===== src/rtl/stall_watchdog.sv =====
// Counts consecutive stall ticks; EXPIRE fires on the tick that reaches TIMEOUT_CYCLES.
module stall_watchdog #(
    parameter int unsigned TIMEOUT_CYCLES = 1024
) (
    input  logic CLK,
    input  logic RST,
    input  logic CLEAR,
    input  logic TICK,
    output logic EXPIRE
);

    generate
        if (TIMEOUT_CYCLES == 0) begin : g_off
            logic unused_s;
            assign unused_s = ^{CLK, RST, CLEAR, TICK};
            assign EXPIRE   = 1'b0;
        end else begin : g_on
            localparam int unsigned W = $clog2(TIMEOUT_CYCLES + 1);
            localparam logic [W-1:0] LAST = W'(TIMEOUT_CYCLES - 1);
            localparam logic [W-1:0] ONE  = W'(1);

            logic [W-1:0] stall_q;
            logic [W-1:0] stall_d;

            // Next stall count: clear wins over tick.
            always_comb begin
                stall_d = stall_q;
                if (CLEAR) begin
                    stall_d = '0;
                end else if (TICK) begin
                    stall_d = stall_q + ONE;
                end else begin
                    stall_d = stall_q;
                end
            end

            // Stall count register.
            always_ff @(posedge CLK) begin
                if (RST) begin
                    stall_q <= '0;
                end else begin
                    stall_q <= stall_d;
                end
            end

            assign EXPIRE = TICK && (stall_q == LAST);
        end
    endgenerate

endmodule


===== config.mk =====
export PLATFORM = sky130hd
export DESIGN_NAME = stall_watchdog
export DESIGN_NICKNAME = d
export VERILOG_FILES = /design/src/rtl/stall_watchdog.sv
export SDC_FILE = /design/constraint.sdc
export NUM_CORES = 1
export LEC_CHECK = 0
export ABC_AREA = 1
export ABC_CLOCK_PERIOD_IN_PS = 1100
export BUFFER_PORTS_ARGS = -buffer_cell sky130_fd_sc_hd__clkbuf_2
export CAP_MARGIN = 15
export CORE_AREA = 10 10 47 49
export DETAILED_ROUTE_END_ITERATION = 12
export DIE_AREA = 0 0 57 59
export PLACE_DENSITY = 0.6
export SLEW_MARGIN = 0
export SYNTH_ARGS = -nofsm -noshare
export SYNTH_HDL_FRONTEND = slang
export SYNTH_SLANG_ARGS = --single-unit

===== constraint.sdc =====
create_clock -name CLK -period 1.1 [get_ports CLK]
set_input_delay 0.055 -clock CLK [delete_from_list [all_inputs] [get_ports CLK]]
set_output_delay 0.055 -clock CLK [all_outputs]
set_load 0.01 [all_outputs]

==> results.txt <==
Routed WL = 1.164 mm
GRT Max-Usage Layer = met2
Overflow after GRT = 0
Synth Net Count = 73
Synth Warn # = 0
Slew @ Worst Pin = 0.2239 ns
P_leak = 0.2632 nW
Sw Ratio = 0.2336
Area Growth Syn to Fin = 28.93%
Antenna cells = 0
Ratio of cells with drive above 1 in the final layout = 0.4268
Crit-path max FO = 2
Hold Vio Cnt, Final = 0
M1 GR Usage = 0.07674
Clk network pwr share = 0.385
Final setup viols = 4
Internal power = 0.5617 mW
Initial DRC count = 8
CTS tree = yes
Worst r2r src = g_on.stall_q[0]
DP HPWL = 757.8 µm
First-pass GRT wire length = 2.028 mm
Die Width = 57 µm
Nets = 88
Top cell type's share of synthesized area = 0.4009
Final WS setup = -0.1815 ns
Initial antenna violation count = 0
Via Count = 480
Clock-pin slew on the worst setup and hold paths = 0.07 ns
Met2 Use GR = 0.1302
GRT Util Overall = 0.07806
Top delay family on crit path = flip-flops
Number of buffer and inverter stages on the critical path = 2
Final core occ = 0.5054
Worst path required time = 1.04 ns
Die H = 59 µm
CTS root buffer = clkbuf_4
Final min period = 1.282 ns
Slew headroom = 0.8506
Wire per inst = 11.88 µm
Final antenna-violating net count = 0
Average size of a mapped cell = 8.078 µm²
Met3 usage in global routing = 0.02790
Sink Count = 11
Post-synthesis compound-gate area fraction = 0.1002
WP data arrival = 1.23 ns
Hold-fix buffers, CTS = 0
Clock Skews = 0.0006174 ns
H-tree Lvls = 1
Top flop regs = g_on.stall_q: 11 flops
Max Clk Rate = 780.3 MHz
Synth unique cells = 22
First-pass DRT Iterations = 4
Vias in the first global route = 507
Syn Inst Count = 68
Largest family of logic cells by synthesized area = simple AND/OR/NAND/NOR gates
Post-synthesis share of cell area spent on and, or, nand and nor gates = 0.3759
Max Transition Viols Final = 0
P per Cell Area = 1035 nW/µm²
Crit Path Class = reg -> out
Post-Synth Adder-Cell Area = 0.02278
Number of flip-flops in the largest register = 11
Peak VDD IR = 680.2 µV
Reg power frac = 0.554
Max-cap viol count = 0
Register Area = 226.5 µm²
Via density = 4.898
Row count = 14
DP Cell Count = 89
Clock Latency Late Sink = 0.27 ns
Top-level I/O count = 5
Startpoint Class = register
CP Launch Point = g_on.stall_q[0]
RSZ-0062 raised after global routing = yes
Synth Area in XOR/XNOR = 0.03189
Die area = 3363 µm²
Post-synthesis mux area share = 0
Register area share after synthesis = 0.4009
Main area contributors after synthesis = dfxtp_1 40%, nand2_1 6.2%, nor2_1 6.2%, nor2_4 6.2%, a21oi_1 5.5%
Number of synthesized register bits = 11
Fillcell total = 144
Most flops, register = g_on.stall_q
Initial Utilization = 0.3920
Tcrit/Tclk final = 1.165
Port Buffers = 4
Mapped Area = 549.3 µm²
Hold Crit Start = RST
Area of the multi-input gates = 330.3 µm²
CTS Buf Count = 3
Non-filler cells, final = 98
Class of the worst hold path = in -> reg
Crit end category = output port
Combinational group share of total power = 0.061
Slowest Stage Delay on Critical Path = 0.36 ns
Status = finished with violations
Net switching power = 0.1712 mW
Max Root-Sink Buffers = 2
Largest net degree at the start of global routing = 9
Critical-path top delay cell = dfxtp_2
Crit path cell chain = ha_4 -> nand2_4 -> nor2_4 -> nand4_4 -> inv_2 -> buf_6
Drc violations = 0
Yosys top cell by area = dfxtp_1
Core area = 1401 µm²
Failing checks = negative setup slack
Gpl congestion = 0.7894
## power groups by stage
stage               Sequential (mW)  Combinational (mW)  Clock (mW)
floorplan                     0.414              0.0264           0
global placement              0.413              0.0406           0
detailed placement            0.413              0.0421           0
CTS                           0.406              0.0448       0.287
global route                  0.406              0.0513       0.322
finish                        0.406              0.0449       0.282
## final cells by class
cell class              count  area share
repair buffers             11      0.1113
flip-flops and latches     11      0.3198
inverters                   7     0.03710
well taps                  16     0.02827
multi-input cells          49      0.4664
clock buffers               4     0.03710
## metrics by stage
step           setup TNS (ns)  hold WS, ns  power (mW)  setup slack [ns]  instance area, µm²
4_1_cts               -0.2002      0.06174      0.7371           -0.1793               664.4
5_1_grt               -0.9076      0.08277      0.7790           -0.2499               708.2
6_report              -0.6132      0.06721      0.7329           -0.1815               708.2
3_3_place_gp                0       0.3468      0.4531          0.003086               593.1
2_1_floorplan               0       0.2076      0.4401           0.01928               549.3
3_5_place_dp         -0.03607       0.3590      0.4548          -0.02367               593.1
## cells in the mapped netlist
master,count
nand3_1,4
nor2_1,9
nor2_2,2
nand2_1,9
a21oi_2,1
a31oi_1,1
xnor2_1,1
inv_1,7
nor2_4,3
nor3_2,1
buf_6,1
nand4_2,1
nand2_4,1
nand4_1,2
a21oi_1,6
nand2_2,1
dfxtp_1,11
o21ai_0,2
ha_1,1
nor3_1,2
nand3_2,1
xor2_1,1
## per-layer routing
| metal | share of wire | routed length (µm) | up-vias |
|---|---|---|---|
| met2 | 0.50 | 582 | 7 |
| met1 | 0.43 | 501 | 215 |
| met4 | 0.029 | 34 | 0 |
| li1 | - | - | 253 |
| met3 | 0.040 | 46 | 5 |
| met5 | 0 | 0 | - |
## final timing paths
kind | endpoint | slack, ns | depth (start not counted)
setup reg to reg | g_on.stall_q[8] | -0.17 | 7
hold reg to reg | g_on.stall_q[10] | 0.48 | 2
hold / removal | g_on.stall_q[5] | 0.07 | 4
setup / recovery | EXPIRE | -0.18 | 6
## logic make-up after synthesis
kind of cell,Yosys count
buffers and inverters,8
adder cells (fa/ha/maj),1
AND/OR/NAND/NOR,36
flip-flops,11
XOR/XNOR,2
AO/OA/AOI/OAI,10
## timing repair
item	4_1_cts	5_1_grt
pin swaps	2	2
hold endpoints to repair	0	0
gates cloned	0	0
resized for setup	7	10
setup buffers	3	2
setup endpoints to repair	2	9
## tightest hold or removal path, delay by kind of cell
family / cells / cell delay, ns
and+or+nand+nor: 3 / 0.14
buffers and inverters: 1 / 0.11
## placed cells by master, fill, tap and decap left out, types with 2 or more instances in the layout
cell type,synthesis,layout
nor2_2,2,2
nor2_4,3,4
buf_4,0,7
nand3_1,4,4
a21oi_1,6,6
clkbuf_2,0,3
nor2_1,9,8
nand2_4,1,2
dfxtp_2,0,5
nor3_2,1,2
dfxtp_1,11,6
inv_1,7,5
inv_2,0,2
nand4_1,2,2
nand2_1,9,9
clkbuf_4,0,3
Power figures use the tool's default switching activity.
